### config.mk
export PLATFORM = sky130hd
export DESIGN_NAME = arithm_div_seq
export DESIGN_NICKNAME = d
export VERILOG_FILES = /design/src/rtl/arithm_div_seq.sv
export SDC_FILE = /design/constraint.sdc
export NUM_CORES = 1
export LEC_CHECK = 0
export ABC_AREA = 1
export CAP_MARGIN = 10
export CORE_MARGIN = 1
export CORE_UTILIZATION = 23
export CTS_BUF_LIST = sky130_fd_sc_hd__clkbuf_4 sky130_fd_sc_hd__clkbuf_8
export DETAILED_ROUTE_END_ITERATION = 7
export SLEW_MARGIN = 20
export SYNTH_ARGS = -nofsm -noshare
export SYNTH_HDL_FRONTEND = slang
export SYNTH_SLANG_ARGS = --single-unit
### constraint.sdc
create_clock -name clk -period 2.38 [get_ports clk]
set_clock_uncertainty 0.1 [all_clocks]
set_input_delay 0.476 -clock clk [delete_from_list [all_inputs] [get_ports clk]]
set_output_delay 0.476 -clock clk [all_outputs]
set_load 0.02 [all_outputs]
### src/rtl/arithm_div_seq.sv
// Multi-cycle restoring divider (quotient/remainder) behind a valid/ready handshake.
// Optional macro DIV_SIGNED_EN selects two's complement operands; the default build is unsigned.
module arithm_div_seq #(
  parameter int WIDTH = 32,
  parameter int CNT_W = $clog2(WIDTH + 1)
) (
  input  logic             clk,
  input  logic             rst_n,
  input  logic             i_valid,
  output logic             o_ready,
  input  logic [2:0]       i_sel,
  input  logic [WIDTH-1:0] i_first_op,
  input  logic [WIDTH-1:0] i_second_op,
  output logic             o_valid,
  input  logic             i_ready,
  output logic [WIDTH-1:0] o_data,
  output logic             o_dbz,
  output logic             o_ovf
);

  // state | meaning
  // IDLE  | waiting for a request, o_ready = 1
  // CALC  | one restoring iteration per cycle, WIDTH cycles
  // DONE  | result held on o_data until the consumer takes it
  typedef enum logic [1:0] {
    IDLE = 2'd0,
    CALC = 2'd1,
    DONE = 2'd2
  } state_t;

  state_t state, state_nx;

  logic [WIDTH-1:0] rem_q, quo_q, dvs_q;
  logic [CNT_W-1:0] cnt_q;
  logic             sel_rem_q;

  logic             accept, sel_ok, dvs_zero, last_iter, ovf_case;
  logic             short_go, short_dbz, short_ovf;
  logic [WIDTH-1:0] short_data;
  logic [WIDTH-1:0] a_mag, b_mag;
  logic [WIDTH:0]   rem_sh, trial;
  logic [WIDTH-1:0] rem_nx, quo_nx, q_res, r_res, calc_data;

  assign o_ready  = (state == IDLE);
  assign o_valid  = (state == DONE);
  assign accept   = i_valid && o_ready;
  assign sel_ok   = (i_sel[2:1] == 2'b10);
  assign dvs_zero = (i_second_op == '0);

`ifdef DIV_SIGNED_EN
  logic a_sign, b_sign, neg_q_q, neg_r_q;

  assign a_sign   = i_first_op[WIDTH-1];
  assign b_sign   = i_second_op[WIDTH-1];
  // MIN magnitude still fits in WIDTH bits when read as unsigned
  assign a_mag    = a_sign ? -i_first_op : i_first_op;
  assign b_mag    = b_sign ? -i_second_op : i_second_op;
  assign ovf_case = i_first_op[WIDTH-1] && (i_first_op[WIDTH-2:0] == '0) && (&i_second_op);
  assign q_res    = neg_q_q ? -quo_nx : quo_nx;
  assign r_res    = neg_r_q ? -rem_nx : rem_nx;

  always_ff @(posedge clk or negedge rst_n) begin
    if (!rst_n) begin
      neg_q_q <= 1'b0;
      neg_r_q <= 1'b0;
    end else if (accept) begin
      neg_q_q <= a_sign ^ b_sign;
      neg_r_q <= a_sign;
    end
  end
`else
  assign a_mag    = i_first_op;
  assign b_mag    = i_second_op;
  assign ovf_case = 1'b0;
  assign q_res    = quo_nx;
  assign r_res    = rem_nx;
`endif

  // One restoring step; the WIDTH+1 bit trial keeps the borrow as its sign.
  assign rem_sh    = {rem_q, quo_q[WIDTH-1]};
  assign trial     = rem_sh - {1'b0, dvs_q};
  assign rem_nx    = trial[WIDTH] ? rem_sh[WIDTH-1:0] : trial[WIDTH-1:0];
  assign quo_nx    = {quo_q[WIDTH-2:0], ~trial[WIDTH]};
  assign calc_data = sel_rem_q ? r_res : q_res;
  assign last_iter = (cnt_q == CNT_W'(WIDTH - 1));

  // Requests that finish at the accept edge without iterating.
  always_comb begin
    short_go   = 1'b0;
    short_data = '0;
    short_dbz  = 1'b0;
    short_ovf  = 1'b0;
    if (!sel_ok) begin
      short_go = 1'b1;
    end else if (dvs_zero) begin
      short_go   = 1'b1;
      short_data = i_sel[0] ? i_first_op : '1;
      short_dbz  = 1'b1;
    end else if (ovf_case) begin
      short_go   = 1'b1;
      short_data = i_sel[0] ? '0 : i_first_op;
      short_ovf  = 1'b1;
    end
  end

  always_ff @(posedge clk or negedge rst_n) begin
    if (!rst_n) state <= IDLE;
    else        state <= state_nx;
  end

  always_comb begin
    state_nx = state;
    case (state)
      IDLE: if (accept) state_nx = short_go ? DONE : CALC;
      CALC: if (last_iter) state_nx = DONE;
      DONE: if (i_ready) state_nx = IDLE;
      default: state_nx = IDLE;
    endcase
  end

  always_ff @(posedge clk or negedge rst_n) begin
    if (!rst_n) begin
      rem_q     <= '0;
      quo_q     <= '0;
      dvs_q     <= '0;
      cnt_q     <= '0;
      sel_rem_q <= 1'b0;
      o_data    <= '0;
      o_dbz     <= 1'b0;
      o_ovf     <= 1'b0;
    end else begin
      case (state)
        IDLE: begin
          if (accept) begin
            sel_rem_q <= i_sel[0];
            if (short_go) begin
              o_data <= short_data;
              o_dbz  <= short_dbz;
              o_ovf  <= short_ovf;
            end else begin
              rem_q <= '0;
              quo_q <= a_mag;
              dvs_q <= b_mag;
              cnt_q <= '0;
            end
          end
        end
        CALC: begin
          rem_q <= rem_nx;
          quo_q <= quo_nx;
          cnt_q <= cnt_q + 1'b1;
          if (last_iter) begin
            o_data <= calc_data;
            o_dbz  <= 1'b0;
            o_ovf  <= 1'b0;
          end
        end
        default: ;
      endcase
    end
  end

endmodule

## Yosys cells after proc, flatten, opt, wreduce, memory -nomap -nowiden

Cells that the tools add are included.

| storage, ports and cells | value |
|---|---|
| output and inout bits | 36 |
| register bits after elaboration | 139 |
| logic and storage cells | 64 |

| operators by class | value |
|---|---|
| add/subtract/negate cells | 2 |
| equal/unequal tests | 9 |
| reduce and logical (&&, ||, !) cells | 9 |
| bitwise logic cells | 2 |
| multiplexer cells | 33 |

Operators by type and width:

| kind | count |
|---|---|
| 32-bit 2-to-1 mux | 12 |
| 32-bit one-hot mux with 2 select lines | 3 |
| 33-bit by 32-bit subtractor with 33-bit output | 1 |
| 32-bit logical NOT | 1 |
| 6-bit 2-to-1 mux | 2 |
| 6-bit one-hot mux with 2 select lines | 1 |
| 3-bit AND reduction | 3 |
| 1-bit 2-to-1 mux | 8 |
| 2-bit 2-to-1 mux | 4 |
| 6-bit by 1-bit adder with 6-bit output (second input constant) | 1 |
| 6-bit by 5-bit equality test with 1-bit output (second input constant) | 1 |
| 2-bit by 1-bit != test with 1-bit output (second input constant) | 3 |
| 2-bit one-hot mux with 3 select lines | 1 |
| 2-bit equality test (second input constant) | 2 |
| 2-bit != test (second input constant) | 2 |
| 1-bit one-hot mux with 2 select lines | 2 |
| 4-bit AND reduction | 1 |
| 2-bit by 1-bit equality test with 1-bit output (second input constant) | 1 |
| 2-bit logical NOT | 1 |
| 1-bit NOT | 2 |
| 2-bit AND reduction | 1 |
| 2-bit nonzero test | 1 |
| 1-bit logical AND | 1 |

## Logic depth before layout (Yosys ltp)

Gate-level depths: netlist (run 1).

| depth | value |
|---|---|
| word-level depth | 6 |
| mapped depth | 19 |
| gate-level depth less buffers | 19 |

## Worst setup path after synthesis (run 1)

OpenSTA, ideal clock, no wires.

| timing | value |
|---|---|
| path kind | register -> register |
| start point | reg quo_q[31] |
| end point | reg o_data[1] |
| arrival | 2.090 ns |
| setup slack | 0.073 ns |
| clock period less this slack | 2.307 ns |
| library setup time | 0.117 ns |
| required time | 2.163 ns |
| cell stages (with the launch flop) | 20 |
| buffers on the path | 1 |
| path through | dfrtp_1 inv_1 ha_1 inv_1 fa_1 nand2_1 nand2_1 nand3_1 nand2_2 nand2_2 nand2_4 nand2_4 nand2_4 nand2_4 nand2_8 buf_6 nand2_2 nand3_1 nand2_1 nand2_1 |

| between the ends | value |
|---|---|
| longest elaborated chain between the ends | 5 |

RTL lines:

| item | RTL line | source |
|---|---|---|
| from (decl) | 33 | `logic [WIDTH-1:0] rem_q, quo_q, dvs_q;` |
| from (signal assigned) | 142 | `quo_q <= a_mag;` |
| from (signal assigned) | 150 | `quo_q <= quo_nx;` |
| 33-bit by 32-bit subtractor with 33-bit output | 81 | `assign trial = rem_sh - {1'b0, dvs_q};` |
| 32-bit 2-to-1 mux | 82 | `assign rem_nx = trial[WIDTH] ? rem_sh[WIDTH-1:0] : trial[WIDTH-1:0];` |
| 32-bit 2-to-1 mux | 84 | `assign calc_data = sel_rem_q ? r_res : q_res;` |
| 32-bit 2-to-1 mux | 152 | `if (last_iter) begin` |
| 32-bit one-hot mux with 2 select lines | 132 | `case (state)` |
| to (signal assigned) | 137 | `o_data <= short_data;` |
| to (signal assigned) | 153 | `o_data <= calc_data;` |
| to (decl) | 16 | `output logic [WIDTH-1:0] o_data,` |

Every way passes these cells. The select of a mux whose other input is x is not followed.
A chain may end at the register's enable or synchronous reset.

## Final worst setup path (run 1)

| timing | value |
|---|---|
| start point | reg quo_q[31] |
| end point | reg rem_q[9] |

| between the ends | value |
|---|---|
| longest elaborated chain between the ends | 3 |

RTL lines:

| item | RTL line | source |
|---|---|---|
| 33-bit by 32-bit subtractor with 33-bit output | 81 |  |
| 32-bit 2-to-1 mux | 82 |  |
| 32-bit one-hot mux with 2 select lines | 132 |  |
| to (signal assigned) | 149 | `rem_q <= rem_nx;` |
| to (decl) | 33 |  |

Every way passes these cells.

==> results of run 1 <==
[what timing repair did]
item | in CTS | in global routing
pin swaps | 27 | 37
cloned | 7 | 0
setup endpoints to repair | 115 | 128
hold buffers | 1 | 0
resized for setup | 165 | 40
hold endpoints to repair | 41 | 0
setup buffers | 10 | 3
[power breakdown]
group / total (mW) / internal, mW / switching, mW
Sequential: 4.05 / 3.28 / 0.773
Clock: 2.02 / 0.949 / 1.07
Combinational: 17.6 / 7.22 / 10.4
[layout make-up]
class,count,area [sq um]
multi-input combinational,1055,5910
tap,532,666
clock buffer,18,241
timing repair buffer,301,2840
sequential,138,3460
inverter,243,915
clock inverter,13,146
fill,4366,26900
[logic make-up after synthesis]
logic type	Yosys count	synth area share (%)
buf+inv	294	12.0
flops	138	35.8
xor+xnor	17	1.54
compound gates	166	10.7
other cells	1	0.0388
simple gates	834	35.5
fa+ha+maj	34	4.48
[through the flow]
stage	total power [mW]	worst slack [ns]	hold slack [ns]	cell area (sq um)	utilization, %
4_1_cts	23.0	-0.113	0.397	14000	34.1
2_1_floorplan	12.1	0.0731	0.0804	9660	-
3_5_place_dp	17.7	-0.578	0.358	12600	30.6
3_3_place_gp	17.6	-0.546	0.358	12600	30.6
5_1_grt	25.5	-0.317	0.421	14200	34.5
6_report	23.7	-0.219	0.388	14200	34.5
[worst paths after layout]
check	end	cells after the start	slack, ns
max	rem_q[9]	19	-0.22
min	dvs_q[25]	2	0.39
max reg2reg	rem_q[9]	19	-0.22
min reg2reg	dvs_q[25]	2	0.39
max in group asynchronous	o_data[11]	3	1.03
min in group asynchronous	quo_q[2]	2	0.42
[state kept, by name, summed over array words and instances (netlist names)]
name and count:
state 2, o_data 32, cnt_q 6, rem_q 32, o_dbz 1, dvs_q 32
quo_q 32, sel_rem_q 1
[routing by layer]
metal / vias up / GRT usage (%)
met4: 2 / 3.36
met3: 35 / 3.45
met2: 314 / 25.7
met5: - / 0
li1: 5120 / -
met1: 4641 / 23.5
[placed cells by master, fill, tap and decap left out, types with 8 or more instances in the layout]
cell / netlist / final
nand2_2: 17 / 47
ha_1: 33 / 27
nand4_1: 14 / 14
nand2_4: 4 / 32
buf_4: 4 / 171
buf_12: 0 / 18
o211ai_1: 31 / 31
nand2_1: 605 / 546
o21a_1: 33 / 33
nor2_1: 77 / 70
clkbuf_8: 0 / 17
o21ai_0: 39 / 38
nor2_2: 6 / 8
clkdlybuf4s50_1: 0 / 102
xor2_1: 12 / 8
dfrtp_1: 138 / 134
a21oi_1: 52 / 49
nand3_1: 96 / 36
inv_1: 239 / 237
nand3_2: 0 / 54
[critical path: stages, from the launching register on]
cell and delay [ns]:
dfrtp_1 0.41, inv_2 0.10, ha_4 0.14, inv_4 0.04, fa_2 0.36, nand2_2 0.09
nand2_2 0.07, nand3_2 0.09, nand2_2 0.06, nand2_2 0.08, nand2_4 0.05, nand2_4 0.09
nand3_4 0.07, buf_12 0.18, buf_12 0.14, nand2_8 0.15, nand2_4 0.08, nand2_2 0.08
nand2_2 0.06, nand2_1 0.08
==> results.sh, run 1 <==
export IMPL_crit_path_max_fanout=8
export IMPL_finalSetupTns_ns=-9.49
export IMPL_tightest_slew_ns=0.500
export IMPL_grt_pass1_wl_mm=54.9
export IMPL_drt_iter0_drc=880
export IMPL_violations="DRC, setup timing"
export IMPL_crit_start="quo_q[31]"
export IMPL_ant_nets=0
export IMPL_wl_per_cell_microns=15.1
export IMPL_yosysWarnings=0
export IMPL_slew_headroom_pct=66.6
export IMPL_rsz0062_at_grt="yes"
export IMPL_synth_edf_count=0
export IMPL_r2r_start="quo_q[31]"
export IMPL_synth_area_sq_um=9660
export IMPL_finalSetupViolations=65
export IMPL_fin_crit_ns=2.60
export IMPL_synth_top_cell_by_area="dfrtp_1"
export IMPL_place_hpwl_mm=25.8
export IMPL_ys_flop_type="dfrtp_1"
export IMPL_leakagePower_nw=7.55
export IMPL_wl_met3_mm=2.34
export IMPL_rows=74
export IMPL_htreeDepth=4
export IMPL_antenna_found_initial=1
export IMPL_synth_cells=1484
export IMPL_timing_final_max_slew_violations=0
export IMPL_wl_mm=34.8
export IMPL_drcViolationCount=11
export IMPL_diodes=0
export IMPL_layoutNonFillerInstCount=2300
export IMPL_dieArea_sq_um=42800
export IMPL_max_cap_viol_count=0
export IMPL_grt_start_max_net_pins=61
export IMPL_dp_cells=2248
export IMPL_initial_utilization_pct=23.5
export IMPL_wl_met1_mm=16.8
export IMPL_avgSynthCellArea_sq_um=6.51
export IMPL_cts_buffer_depth=2
export IMPL_async_flop_share_pct=100
export IMPL_syn_to_final_growth_pct=46.8
export IMPL_track_usage_pct=16.5
export IMPL_die_h_microns=207
export IMPL_hold_path_startpoint="dvs_q[25]"
export IMPL_fin_ws_ns=-0.219
export IMPL_ys_seq_elements=138
export IMPL_max_vdd_ir_drop_v=0.00106
export IMPL_clkLatencyLatePin_ns=0.46
export IMPL_ys_top_cells_by_count="nand2_1 (605), inv_1 (239), dfrtp_1 (138)"
export IMPL_synth_top_cell_area_share_pct=35.8
export IMPL_nets=1861
export IMPL_hold_viol=0
export IMPL_vias=10100
export IMPL_holdCritPathClass="flip-flop to flip-flop"
export IMPL_worstPathRequired_ns=2.67
export IMPL_drive_gt1_share_pct=23.4
export IMPL_synth_area_top_cells="dfrtp_1 (36%), nand2_1 (24%), inv_1 (9.3%), nand3_1 (5.0%), ha_1 (4.3%)"
export IMPL_cp_start_kind="flip-flop"
export IMPL_power_density_nw_per_um2=1670
export IMPL_path_class="flip-flop to flip-flop"
export IMPL_cts_sinks=138
export IMPL_end_kind="flip-flop"
export IMPL_cts_root_buf="clkbuf_8"
export IMPL_die_w_microns=207
export IMPL_synth_seq_area_share_pct=35.8
export IMPL_numPortBuffers=105
export IMPL_post_synth_top_count_cell="nand2_1"
export IMPL_gp_congestion=0.915
export IMPL_grt_remaining_overflow=0
export IMPL_grt_pass1_vias=9976
export IMPL_numCtsBuffers=17
export IMPL_top_layer_used="met5"
export IMPL_status="finished, violations left"
export IMPL_critical_path_arrival_ns=2.89
export IMPL_max_freq_mhz=385
export IMPL_route_met2_wl_mm=15.1
export IMPL_num_io_pins=107
export IMPL_cts_reportedPaths_clkPinSlew_ns=0.09
export IMPL_cts_tree="built"
export IMPL_min_period_over_period_pct=109
export IMPL_via_per_inst=4.40
export IMPL_design_core_area_sq_um=41100
export IMPL_synth_cell_types=40
export IMPL_drt_first_pass_iters=8
export IMPL_syn_nets=1589
No activity file was read; power rests on OpenSTA's default activity.
==> inputs of run 2 (changes only) <==
RECOVER_POWER = 25   (was not set)
==> results.sh, run 2 (same netlist as run 1, synthesis figures left out) <==
export IMPL_clkLatencyLatePin_ns=0.46
export IMPL_track_usage_pct=16.5
export IMPL_fin_ws_ns=-0.224
export IMPL_timing_final_max_slew_violations=0
export IMPL_diodes=0
export IMPL_vias=10100
export IMPL_drcViolationCount=11
export IMPL_place_hpwl_mm=25.8
export IMPL_antenna_found_initial=1
export IMPL_power_density_nw_per_um2=1670
export IMPL_die_h_microns=207
export IMPL_worstPathRequired_ns=2.67
export IMPL_layout_commonest_cell="nand2_1"
export IMPL_rsz0062_at_grt="yes"
export IMPL_initial_utilization_pct=23.5
export IMPL_tightest_slew_ns=1.26
export IMPL_max_cap_viol_count=0
export IMPL_cts_buffer_depth=2
export IMPL_dieArea_sq_um=42800
export IMPL_syn_to_final_growth_pct=46.4
export IMPL_grt_start_max_net_pins=61
export IMPL_drt_first_pass_iters=8
export IMPL_grt_pass1_wl_mm=54.9
export IMPL_leakagePower_nw=7.54
export IMPL_wl_per_cell_microns=15.1
export IMPL_crit_start="quo_q[31]"
export IMPL_utilization_pct=34.4
export IMPL_holdCritPathClass="flip-flop to flip-flop"
export IMPL_r2r_cells=19
export IMPL_status="finished, violations left"
export IMPL_nets=1861
export IMPL_finalSetupTns_ns=-9.58
export IMPL_die_w_microns=207
export IMPL_num_io_pins=107
export IMPL_ant_nets=0
export IMPL_crit_path_end="rem_q[9]"
export IMPL_cts_reportedPaths_clkPinSlew_ns=0.09
export IMPL_cts_sinks=138
export IMPL_power_total_mw=23.7
export IMPL_htreeDepth=4
export IMPL_worstReg2RegEnd="rem_q[9]"
export IMPL_max_freq_mhz=384
export IMPL_crit_path_max_fanout=8
export IMPL_min_period_over_period_pct=109
export IMPL_path_class="flip-flop to flip-flop"
export IMPL_reg2reg_slack_ns=-0.22
export IMPL_violations="DRC, setup timing"
export IMPL_drive_gt1_share_pct=23.4
export IMPL_finalSetupViolations=65
export IMPL_critical_path_arrival_ns=2.89
export IMPL_cts_root_buf="clkbuf_8"
export IMPL_cts_tree="built"
export IMPL_numCtsBuffers=17
export IMPL_grt_remaining_overflow=0
export IMPL_drt_iter0_drc=862
export IMPL_numPortBuffers=105
export IMPL_post_place_ws_ns=-0.578
export IMPL_final_cell_mix="nand2_1 (546), inv_1 (237), buf_4 (170)"
export IMPL_via_per_inst=4.39
export IMPL_grt_pass1_vias=9976
export IMPL_design_core_area_sq_um=41100
export IMPL_cp_start_kind="flip-flop"
export IMPL_fin_crit_ns=2.60
export IMPL_end_kind="flip-flop"
export IMPL_slew_headroom_pct=15.9
export IMPL_rows=74
export IMPL_r2r_start="quo_q[31]"
export IMPL_wl_mm=34.8
export IMPL_max_vdd_ir_drop_v=0.00105
export IMPL_hold_viol=0
export IMPL_gp_congestion=0.915
[run 2: how the worst min path moves through the flow]
stage                   start         to  depth (start not counted)
floorplan               rst_n   cnt_q[0]                          0
global placement        rst_n   quo_q[2]                          1
detailed placement      rst_n   quo_q[2]                          1
CTS                 dvs_q[25]  dvs_q[25]                          2
global route         dvs_q[5]   dvs_q[5]                          2
finish              dvs_q[25]  dvs_q[25]                          2
[run 2: metrics by stage]
stage                     hold slack, ns  cell area, sq um  std cells
after floorplan                   0.0804              9660       1484
after global placement             0.358             12600       2248
after detailed placement           0.358             12600       2248
after CTS                          0.397             14000       2297
after global routing               0.421             14100       2300
final                              0.388             14100       2300
[run 2: worst max-delay path: stages (launching register included)]
cell and delay, ns:
dfrtp_1 0.41, inv_2 0.10, ha_4 0.14, inv_4 0.04
fa_2 0.36, nand2_2 0.09, nand2_2 0.07, nand3_2 0.09
nand2_2 0.06, nand2_2 0.08, nand2_4 0.05, nand2_4 0.09
nand3_4 0.07, buf_12 0.18, buf_12 0.14, nand2_8 0.15
nand2_4 0.08, nand2_2 0.08, nand2_2 0.06, nand2_1 0.08
[run 2: final cells by class]
type                            instances  area (sq um)
Multi-Input combinational cell       1055          5910
Inverter                              243           915
Fill cell                            4371         27000
Clock buffer                           18           241
Timing Repair Buffer                  301          2800
Sequential cell                       138          3460
Clock inverter                         13           146
Tap cell                              532           666
[run 2: routing by layer]
layer / routed length [microns] / up-vias / global-route usage, %
met5: 10 / - / 0
met4: 474 / 2 / 3.36
met3: 2260 / 32 / 3.45
met2: 15200 / 282 / 25.7
met1: 16800 / 4660 / 23.5
li1: - / 5124 / -
[run 2: repair_timing]
item,CTS,global route
cloned,7,0
setup buffers,10,3
setup endpoints to repair,115,128
pin swaps,27,37
endpoints found under the hold margin,41,0
gates resized for setup,165,40
hold buffers,1,0
[run 2: report_power, final]
part | switching [mW] | leakage, nW | internal, mW | total [mW]
clock network | 1.07 | 0.198 | 0.949 | 2.02
registers | 0.772 | 1.80 | 3.28 | 4.05
logic | 10.4 | 5.54 | 7.21 | 17.6
==> inputs of run 3 (changes only) <==
CORE_MARGIN = not set   (was 1)
==> results of run 3 <==
Same layout as run 2: the final DEF is identical, and so are final timing and power.
